[config.mk]
export PLATFORM = sky130hd
export DESIGN_NAME = carry_chain_accumulator
export DESIGN_NICKNAME = d
export VERILOG_FILES = /design/src/rtl/carry_chain_accumulator.sv
export SDC_FILE = /design/constraint.sdc
export NUM_CORES = 1
export LEC_CHECK = 0
export BUFFER_PORTS_ARGS = -buffer_cell sky130_fd_sc_hd__buf_2
export CAP_MARGIN = 15
export CORE_ASPECT_RATIO = 2
export CORE_MARGIN = 4
export CORE_UTILIZATION = 45
export DETAILED_ROUTE_END_ITERATION = 6
export PLACE_DENSITY = 0.68
export SLEW_MARGIN = 0
export SYNTH_ARGS = -nofsm -noshare
export SYNTH_HDL_FRONTEND = slang
export SYNTH_SLANG_ARGS = --single-unit
export TNS_END_PERCENT = 30
[constraint.sdc]
create_clock -name CK -period 6.16 [get_ports CK]
set_clock_uncertainty 0.05 [all_clocks]
set_input_delay 1.232 -clock CK [delete_from_list [all_inputs] [get_ports CK]]
set_output_delay 1.232 -clock CK [all_outputs]
set_load 0.01 [all_outputs]
[src/rtl/carry_chain_accumulator.sv]
// carry_chain_accumulator: W-bit add/sub accumulator on a carry-mux ripple chain (in: CK RST CLR LOAD EN SUB D CIN; out: Q CO COUT OVF ZERO VALID)
module carry_chain_accumulator #(
  parameter int WIDTH = 8
) (
  input  logic             CK,
  input  logic             RST,
  input  logic             CLR,
  input  logic             LOAD,
  input  logic             EN,
  input  logic             SUB,
  input  logic [WIDTH-1:0] D,
  input  logic             CIN,
  output logic [WIDTH-1:0] Q,
  output logic             CO,
  output logic             COUT,
  output logic             OVF,
  output logic             ZERO,
  output logic             VALID
);
  logic [WIDTH-1:0] b, p, g, sum;
  logic [WIDTH:0]   c;
  assign b    = SUB ? ~D : D;
  assign p    = Q ^ b;
  assign g    = Q;
  assign c[0] = CIN;
  for (genvar i = 0; i < WIDTH; i++) begin : g_chain
    assign c[i+1] = p[i] ? c[i] : g[i];
  end
  assign sum  = p ^ c[WIDTH-1:0];
  assign CO   = c[WIDTH];
  assign ZERO = Q == '0;
  always_ff @(posedge CK) begin
    if (RST || CLR) begin
      Q     <= '0;
      COUT  <= 1'b0;
      OVF   <= 1'b0;
      VALID <= 1'b0;
    end else if (LOAD) begin
      Q     <= D;
      COUT  <= 1'b0;
      OVF   <= 1'b0;
      VALID <= 1'b1;
    end else if (EN) begin
      Q     <= sum;
      COUT  <= c[WIDTH];
      OVF   <= c[WIDTH] ^ c[WIDTH-1];
      VALID <= 1'b1;
    end else begin
      VALID <= 1'b0;
    end
  end
endmodule

# Word-level counts from Yosys, hierarchy flattened
# Index checks and enable logic that the tools add are counted.
[totals]
regBits = 11
input_bits = 15
out_inout_bits = 13
[op_classes]
mux = 13
n_bitwise = 4
reduce_logical = 4
[op_table]
columns = ["operator", "count"]
rows = [
  ["2-to-1 mux 8 bit", 3],
  ["bitwise XOR 8 bit", 2],
  ["2-to-1 mux 1 bit", 10],
  ["logical NOT 8 bit", 1],
  ["inverter 8 bit", 1],
  ["nonzero test 2 bit", 1],
  ["OR reduction 2 bit", 1],
  ["logical OR 1 bit", 1],
  ["bitwise XOR 1 bit", 1],
]

# Depth between registers and ports, before layout
# Gate-level depths: netlist of the first run.
[depth]
word_depth = 13
ltp_mapped = 12
mapped_depth_nobuf = 10

# Worst setup path after synthesis of the first run
# Ideal clock, no wire load.
[synth_path]
kind = "input-to-output"
startpoint = "input D[4]"
endpoint = "output CO"
t_arrival_ns = 2.905
setup_slack_ns = 1.973
cell_stages = 7
cell_sequence = "clkbuf_1 -> xnor2_1 -> or3_1 -> a211oi_1 -> o32ai_1 -> a41o_1 -> fa_1"
[synth_via]
elab_chain_cells = 7
[synth_lines]
columns = ["item", "line_no", "text"]
rows = [
  ["start: declaration", "11", "input logic [WIDTH-1:0] D,"],
  ["inverter 8 bit", "22", "assign b = SUB ? ~D : D;"],
  ["2-to-1 mux 8 bit (*)", "22", ""],
  ["bitwise XOR 8 bit (*)", "23", "assign p = Q ^ b;"],
  ["2-to-1 mux 1 bit (*) (4 in series)", "27", "assign c[i+1] = p[i] ? c[i] : g[i];"],
  ["end: declaration", "14", "output logic CO,"],
]
# Every way passes the cells marked *; elsewhere a longest branch is shown, timed or not.

# Worst setup path after layout of the first run
[layout_path]
startpoint = "input SUB"
endpoint = "output CO"
[layout_via]
elab_chain_cells = 10
[layout_lines]
columns = ["item", "line_no", "text"]
rows = [
  ["start: declaration", "10", "input logic SUB,"],
  ["2-to-1 mux 8 bit (*)", "22", ""],
  ["bitwise XOR 8 bit (*)", "23", ""],
  ["2-to-1 mux 1 bit (7 in series)", "27", ""],
  ["2-to-1 mux 1 bit (*)", "27", ""],
]
# Marked as above.

==> results of run 1 <==
==> cells in the final DEF, fill, tap and decap left out, drive strengths merged, types with 2 or more instances in the layout <==
cell type   n
a32oi       3
a21oi      14
inv        10
nand2      18
mux2i       8
o211ai      3
a31oi       2
a21o        3
o22a        2
nand2b      3
nor3        4
a211oi      4
xor2        8
mux2        2
buf        27
a221oi      3
xnor2       5
or2         3
nand3       6
o21ai      10
nor2b       2
or3         4
dfxtp      11
a22oi       4
and3        2
clkbuf      4
nor2       20
==> cell usage after synthesis, drive strengths merged, types with 5 or more instances <==
master / number / area share
clkbuf: 9 / 0.025
xor2: 8 / 0.057
xnor2: 5 / 0.038
nand2: 18 / 0.052
nor2: 20 / 0.056
a21oi: 14 / 0.052
dfxtp: 11 / 0.16
mux2i: 8 / 0.059
inv: 10 / 0.028
nand3: 6 / 0.022
o21ai: 10 / 0.037
buf: 7 / 0.034
==> registers in the layout (all words and copies together), names as in the netlist <==
register / cells
Q: 8
OVF: 1
VALID: 1
COUT: 1
==> final cells by class <==
type / count / area [um2]
Inverter: 11 / 41.29
Tap cell: 29 / 36.28
Multi-Input combinational cell: 148 / 1008
Clock buffer: 4 / 45.04
Fill cell: 295 / 1318
Timing Repair Buffer: 27 / 135.1
Sequential cell: 11 / 220.2
==> worst min-delay path by stage <==
| stage | cells past startpoint | end | startpoint |
|---|---|---|---|
| after floorplan | 2 | COUT | COUT |
| after global placement | 2 | COUT | COUT |
| after detailed placement | 2 | COUT | COUT |
| after CTS | 2 | COUT | COUT |
| after global routing | 2 | COUT | COUT |
| final | 2 | COUT | COUT |
==> metrics by stage <==
step                std cells  cell area (um2)    util  total power [mW]  setup WS [ps]
floorplan                 186             1350       -            0.1609           1973
global placement          226             1441  0.5141            0.1803           1595
detailed placement        226             1441  0.5141            0.1835           1549
CTS                       230             1486  0.5301            0.2590           1534
global route              230             1486  0.5301            0.2737           1377
finish                    230             1486  0.5301            0.2573           1531
==> cell families after synthesis <==
| logic type | synth area share |
|---|---|
| fa+ha+maj | 0.03151 |
| mux | 0.07600 |
| xor+xnor | 0.09546 |
| simple gates | 0.2317 |
| compound gates | 0.3123 |
| buf+inv | 0.08989 |
| flops | 0.1631 |
==> metal layers <==
metal / share of wire / track usage / vias to the layer above
met2: 0.54 / 0.3342 / 34
met4: 0.020 / 0.08060 / 0
met5: 0 / 0 / -
met1: 0.40 / 0.2184 / 672
met3: 0.042 / 0.01486 / 8
li1: - / - / 698
==> power by group <==
group          total (mW)  leakage, nW  internal (mW)  switching, mW
Combinational       0.102        0.538         0.0419         0.0599
Sequential         0.0807       0.0899         0.0747        0.00607
Clock              0.0747       0.0228         0.0455         0.0292
==> worst max-delay path, stage by stage <==
cell	delay, ps
buf_2	420
xor2_1	190
a22oi_1	330
nor2b_1	220
o32ai_1	120
a41o_1	290
fa_1	390
buf_2	150
==> summary.md, run 1 <==
| Metric | Value |
|---|---|
| Final hold slack | `484.1 ps` |
| CP required | `4880 ps` |
| Initial antenna violation count | `0` |
| First-pass GRT wire length | `5.851 mm` |
| Hold Path Class | `reg2reg` |
| Reg clk slew, reported paths | `50 ps` |
| Via count | `1412` |
| FF-to-FF path depth | `10` |
| # rows | `27` |
| Core box area | `2804 um2` |
| Clock sinks | `11` |
| Seq/Total Area, Yosys | `0.1631` |
| Post-CTS setup buffers | `0` |
| Ys async rst share | `0` |
| First drt pass iteration count | `4` |
| Max_cap viols | `0` |
| Max Buffers Root-to-Sink | `2` |
| Number of synthesized flops with an enable pin | `0` |
| Max-slew violations | `0` |
| Crit Path Max Fanout | `26` |
| Avg Inst Size Synth | `7.258 um2` |
| Vias in the first global route | `1334` |
| H-tree levels | `1` |
| Overflow after GRT | `0` |
| Clock root buffer | `clkbuf_8` |
| Yosys cell types | `54` |
| Share of layout cells above drive strength 1 | `0.2090` |
| N_diodes | `0` |
| Worst flop-to-flop path endpoint | `Q[7]` |
| Critical Path AT | `3350 ps` |
| I/O Pins | `28` |
| # nets final | `219` |
| Gr usage total | `0.1895` |
| Pwr/cell area | `173.1 nW/um2` |
| DRC marker count from the first detailed-route iteration | `50` |
| Worst setup endpoint | `CO` |
| Fin crit period | `4629 ps` |
| Post-Syn Nets | `203` |
| Yosys warns | `0` |
| Die area | `3994 um2` |
| Crit. End Element | `primary output` |
| P_leak | `0.6503 nW` |
| Largest net degree at the start of global routing | `27` |
| R2r setup slk | `3350 ps` |
| Crit Path Category | `in2out` |
| Setup TNS | `0 ps` |
| Final Hold Viols | `0` |
| Mapped Area | `1350 um2` |
| Post-synthesis register bit count | `11` |
| Worst-margin pin slew | `519.9 ps` |
| Slew HR | `0.6534` |
| Beginning of the critical path | `SUB` |
| Hold Buf Count CTS | `0` |
| Cells resized by post-CTS repair | `0` |
| Peak VDD IR | `0.0001541 V` |
| Antenna-violating nets left | `0` |
| Via density | `6.139` |
| Number of remaining DRC errors | `0` |
| Ys flop type | `dfxtp_1` |
| Startpoint types | `primary input` |
| Reg2Reg Launch Point | `Q[4]` |
| Cell count after synthesis | `186` |
| Worst-Skew Late Latency | `240 ps` |
| GP Congestion | `0.9205` |
| RSZ-0062 raised after global routing | `no` |
| Routed WL per cell | `15.07 um` |
| Layout overhead on the synthesized area | `10.10%` |
| Final wirelength | `3.465 mm` |
| Status | `complete, no violations` |
| Initial Utilization | `0.4815` |
| Cts bufs inserted | `3` |
| Post-DP HPWL | `2.639 mm` |
| DIE WIDTH | `46.73 um` |
| Final Cycle Share | `0.7515` |
| TritonCTS clock tree | `yes` |
| DIE HEIGHT | `85.46 um` |
| Setup Viol. Count Final | `0` |
| Port Buffers | `27` |
| F_max | `216.0 MHz` |
Note: power is estimated with default switching activity, not from simulation.
==> run 2, diff against run 1 <==
PLACE_DENSITY = 0.7   (was 0.68)
clock period = 4.1 ns   (was 6.16 ns; I/O delays follow)
==> run 2 against run 1 <==
Against the previous run:
- setup slack lost 1300 ps
- via count grew 0.78%
- register-to-register slack lost 2000 ps
- critical endpoint unchanged
==> summary.md, run 2 (same netlist as run 1, synthesis figures left out) <==
| Metric | Value |
|---|---|
| Crit. End Element | `primary output` |
| Worst-Skew Late Latency | `240 ps` |
| R2r setup slk | `1360 ps` |
| Clock root buffer | `clkbuf_8` |
| Commonest non-fill, non-tap cell in the layout | `buf_2` |
| Max-slew violations | `0` |
| Crit Path Category | `in2out` |
| Beginning of the critical path | `SUB` |
| Crit Path Max Fanout | `26` |
| GP Congestion | `0.8692` |
| Area after DPL | `1441 um2` |
| Post-route cell area | `1486 um2` |
| First drt pass iteration count | `4` |
| # rows | `27` |
| Reg2Reg Launch Point | `Q[4]` |
| Post-CTS setup buffers | `0` |
| Port Buffers | `27` |
| Max Buffers Root-to-Sink | `2` |
| Critical path cell sequence | `buf_2 -> xor2_1 -> a22oi_1 -> nor2b_1 -> o32ai_1 -> a41o_1 -> fa_1 -> buf_2` |
| Slew HR | `0.6543` |
| Critical Path Most Common Cell | `buf_2` |
| Largest net degree at the start of global routing | `27` |
| Core box area | `2804 um2` |
| Slowest stage delay, CP | `420 ps` |
| RSZ-0062 raised after global routing | `no` |
| Final setup margin | `275.3 ps` |
| First-pass GRT wire length | `5.920 mm` |
| Pre-CTS setup slack | `293.1 ps` |
| Slowest cell on crit path | `buf_2` |
| Via density | `6.187` |
| Peak VDD IR | `0.0002005 V` |
| Routed WL per cell | `15.15 um` |
| DRC marker count from the first detailed-route iteration | `43` |
| Reg clk slew, reported paths | `50 ps` |
| Cells resized by post-CTS repair | `0` |
| Hold Path Class | `reg2reg` |
| DIE HEIGHT | `85.46 um` |
| Number of flip-flops in the largest register | `8` |
| Post-DP HPWL | `2.624 mm` |
| Antenna-violating nets left | `0` |
| Final wirelength | `3.484 mm` |
| Most frequent cells in the layout | `27 x buf_2, 20 x nor2_1, 17 x nand2_1` |
| # nets final | `219` |
| Initial Utilization | `0.4815` |
| Die area | `3994 um2` |
| Critical Path AT | `2950 ps` |
| Overflow after GRT | `0` |
| Share of layout cells above drive strength 1 | `0.2090` |
| F_max | `261.5 MHz` |
| CP required | `3230 ps` |
| Fin crit period | `3825 ps` |
| Vias in the first global route | `1391` |
| Max_cap viols | `0` |
| DIE WIDTH | `46.73 um` |
| TritonCTS clock tree | `yes` |
| Layout overhead on the synthesized area | `10.10%` |
| Final Cycle Share | `0.9329` |
| P_leak | `0.6503 nW` |
| N_diodes | `0` |
| Gr usage total | `0.1929` |
| I/O Pins | `28` |
| Via count | `1423` |
| FF-to-FF path depth | `10` |
| Tot Pwr | `384.5 uW` |
| Setup Viol. Count Final | `0` |
| Hold Buf Count CTS | `0` |
| Setup TNS | `0 ps` |
| Fillers | `289` |
| Worst-margin pin slew | `518.6 ps` |
| H-tree levels | `1` |
| Startpoint types | `primary input` |
| Cts bufs inserted | `3` |
| Status | `complete, no violations` |
| Initial antenna violation count | `0` |
| Final Hold Viols | `0` |
| Clock sinks | `11` |
| Worst setup endpoint | `CO` |
| Number of remaining DRC errors | `0` |
| Pwr/cell area | `258.7 nW/um2` |
| Worst flop-to-flop path endpoint | `Q[7]` |
| Top reg by flops | `Q` |
-- run 2: cell counts in the layout (fill, tap and decap cells not counted) --
Identical to the previous run, type by type.
-- run 2: cell type report --
class / count / area, um2 / share of cell area
Inverter: 11 / 41.29 / 0.02778
Multi-Input combinational cell: 148 / 1008 / 0.6785
Tap cell: 29 / 36.28 / 0.02441
Timing Repair Buffer: 27 / 135.1 / 0.09091
Sequential cell: 11 / 220.2 / 0.1481
Clock buffer: 4 / 45.04 / 0.03030
-- run 2: worst min path at each step --
stage                       to  start  cells after the start
after floorplan           COUT   COUT                      2
after global placement    COUT   COUT                      2
after detailed placement  COUT   COUT                      2
after CTS                 COUT   COUT                      2
after global routing       OVF    OVF                      2
final                     COUT   COUT                      2
-- run 2: stage by stage --
stage               cells  hold slack (ps)  utilization
floorplan             186            489.3            -
global placement      226            458.4       0.5141
finish                230            498.2       0.5301
global route          230            546.3       0.5301
CTS                   230            508.7       0.5301
detailed placement    226            499.4       0.5141
-- run 2: power by group --
part | switching, mW | internal (mW) | total (mW) | leakage [nW]
Combinational | 0.0899 | 0.0633 | 0.153 | 0.538
Clock | 0.0413 | 0.0683 | 0.110 | 0.0228
Sequential | 0.00950 | 0.112 | 0.122 | 0.0899
Total | 0.141 | 0.244 | 0.385 | 0.650
-- run 2: layer usage --
metal	track usage	part of all wire	up-vias
li1	-	-	699
met1	0.2128	0.40	677
met2	0.3417	0.54	40
met3	0.01911	0.041	7
met4	0.09320	0.019	0
met5	0	0	-
-- run 2: critical path: cells and delay by family --
family	cells	cell delay (ps)
AND/OR/NAND/NOR	1	230
XOR/XNOR	1	180
AO/OA/AOI/OAI	3	750
buffers and inverters	2	580
adder cells (fa/ha/maj)	1	390
==> run 3, diff against run 2 <==
CORE_UTILIZATION = 33   (was 45)
CTS_BUF_LIST = sky130_fd_sc_hd__clkbuf_8   (was default)
PLACE_DENSITY = default   (was 0.7)
==> run 3 against run 2 <==
Against the previous run:
- global-route usage is 4.7 points lower
- largest power group unchanged
- core utilization is 14 points lower
- power is 1.0% higher
- critical path type unchanged
- register-to-register slack worse by 20 ps
==> summary.md, run 3 (same netlist as run 1, synthesis figures left out) <==
| Metric | Value |
|---|---|
| GP Congestion | `0.7889` |
| Post-CTS setup buffers | `0` |
| # rows | `32` |
| Largest net degree at the start of global routing | `23` |
| DRC marker count from the first detailed-route iteration | `36` |
| Most frequent cells in the layout | `27 x buf_2, 20 x nor2_1, 17 x nand2_1` |
| DIE WIDTH | `53.23 um` |
| Status | `complete, no violations` |
| Hold Buf Count CTS | `0` |
| GR Util met2 | `0.2479` |
| Die area | `5240 um2` |
| Port Buffers | `27` |
| N_diodes | `0` |
| Met1 usage | `0.1741` |
| # nets final | `220` |
| I/O Pins | `28` |
| Cts bufs inserted | `3` |
| Worst-Skew Late Latency | `240 ps` |
| Commonest non-fill, non-tap cell in the layout | `buf_2` |
| Max-slew violations | `0` |
| Reg clk slew, reported paths | `50 ps` |
| Cell family with most CP delay | `compound AO/OA/AOI/OAI gates` |
| Layout Cells excl Fill | `253` |
| DIE HEIGHT | `98.46 um` |
| Startpoint types | `primary input` |
| Overflow after GRT | `0` |
| Post-Place Cells | `249` |
| Layout overhead on the synthesized area | `12.70%` |
| Clock root buffer | `clkbuf_8` |
| First drt pass iteration count | `4` |
| Critical path cell sequence | `buf_2 -> xor2_1 -> a22oi_1 -> nor2b_1 -> o32ai_1 -> a41o_1 -> fa_1 -> buf_2` |
| Top reg by flops | `Q` |
| Met3 usage | `0.01362` |
| Critical Path Most Common Cell | `buf_2` |
| H-tree levels | `1` |
| Buf/Inv on CP | `2` |
| Clock sinks | `11` |
| Post-DP HPWL | `2.745 mm` |
| Routed WL per cell | `14.33 um` |
| Initial Utilization | `0.3441` |
| Vias in the first global route | `1292` |
| Gr usage total | `0.1460` |
| Crit Path Category | `in2out` |
| Crit Path Max Fanout | `22` |
| Via density | `5.478` |
| P_leak | `0.6593 nW` |
| Final Hold Viols | `0` |
| Final wirelength | `3.625 mm` |
| Pwr/cell area | `255.3 nW/um2` |
| Busiest grt layer | `met2` |
| Cells resized by post-CTS repair | `0` |
| Number of flip-flops in the largest register | `8` |
| Setup Viol. Count Final | `0` |
| Antenna-violating nets left | `0` |
| Slew HR | `0.7042` |
| Fillers | `465` |
| Max_cap viols | `0` |
| Peak VDD IR | `0.0001971 V` |
| RSZ-0062 raised after global routing | `no` |
| First-pass GRT wire length | `5.927 mm` |
| Fin crit period | `3729 ps` |
| Number of remaining DRC errors | `0` |
| TritonCTS clock tree | `yes` |
| Critical Path AT | `2860 ps` |
| Crit. End Element | `primary output` |
| Initial antenna violation count | `0` |
| Slowest cell on crit path | `fa_1` |
| Worst-margin pin slew | `443.7 ps` |
| Hold Path Class | `reg2reg` |
| CP required | `3230 ps` |
| Setup TNS | `0 ps` |
| Final Cycle Share | `0.9094` |
| F_max | `268.2 MHz` |
| Core box area | `3924 um2` |
| Slowest stage delay, CP | `390 ps` |
| Share of layout cells above drive strength 1 | `0.2129` |
| Via count | `1386` |
| Max Buffers Root-to-Sink | `2` |
run 3: per-layer routing:
metal	part of all wire	vias to the layer above	wire length [um]
li1	-	699	-
met1	0.41	643	1493
met2	0.53	33	1908
met3	0.030	11	110
met4	0.031	0	114
met5	0	-	0
run 3: metrics by stage:
stage                     power, mW    util  area, um2  hold slack (ps)  setup WS [ps]
after CTS                    0.3921  0.3878       1521            486.7          365.1
after global placement       0.2766  0.3763       1476            477.9          426.5
after global routing         0.4110  0.3878       1521            525.8          239.0
final                        0.3885  0.3878       1521            482.5          371.4
after floorplan              0.2418       -       1350            489.3          736.8
after detailed placement     0.2776  0.3763       1476            472.1          365.8
run 3: worst register-to-register path: cells and delay by family (launching register included):
family                   cells  cell delay (ps)
AO/OA/AOI/OAI                4              800
XOR/XNOR                     1              210
adder cells (fa/ha/maj)      1              430
flip-flops                   1              540
multiplexers                 1              160
AND/OR/NAND/NOR              3              460
run 3: power breakdown:
group	leakage (nW)	switching (mW)	total (mW)	internal [mW]
clock network	0.0269	0.0465	0.113	0.0661
registers	0.0899	0.00912	0.121	0.112
logic	0.542	0.0910	0.155	0.0637
run 3: cell type report:
cell class              count  area [um2]  share of cell area
multi-input cells         148        1008              0.6628
flip-flops and latches     11       220.2              0.1447
repair buffers             28       142.6             0.09375
well taps                  51       63.81             0.04194
clock buffers               3       41.29             0.02714
inverters                  11       41.29             0.02714
clock inverters             1       3.754            0.002467
run 3: path summary, 6_finish.rpt:
path | from | cells past startpoint | slack (ps) | end
setup / recovery | SUB | 8 | 370 | CO
hold / removal | COUT | 2 | 480 | COUT
setup reg to reg | Q[4] | 10 | 1340 | Q[7]
hold reg to reg | COUT | 2 | 480 | COUT
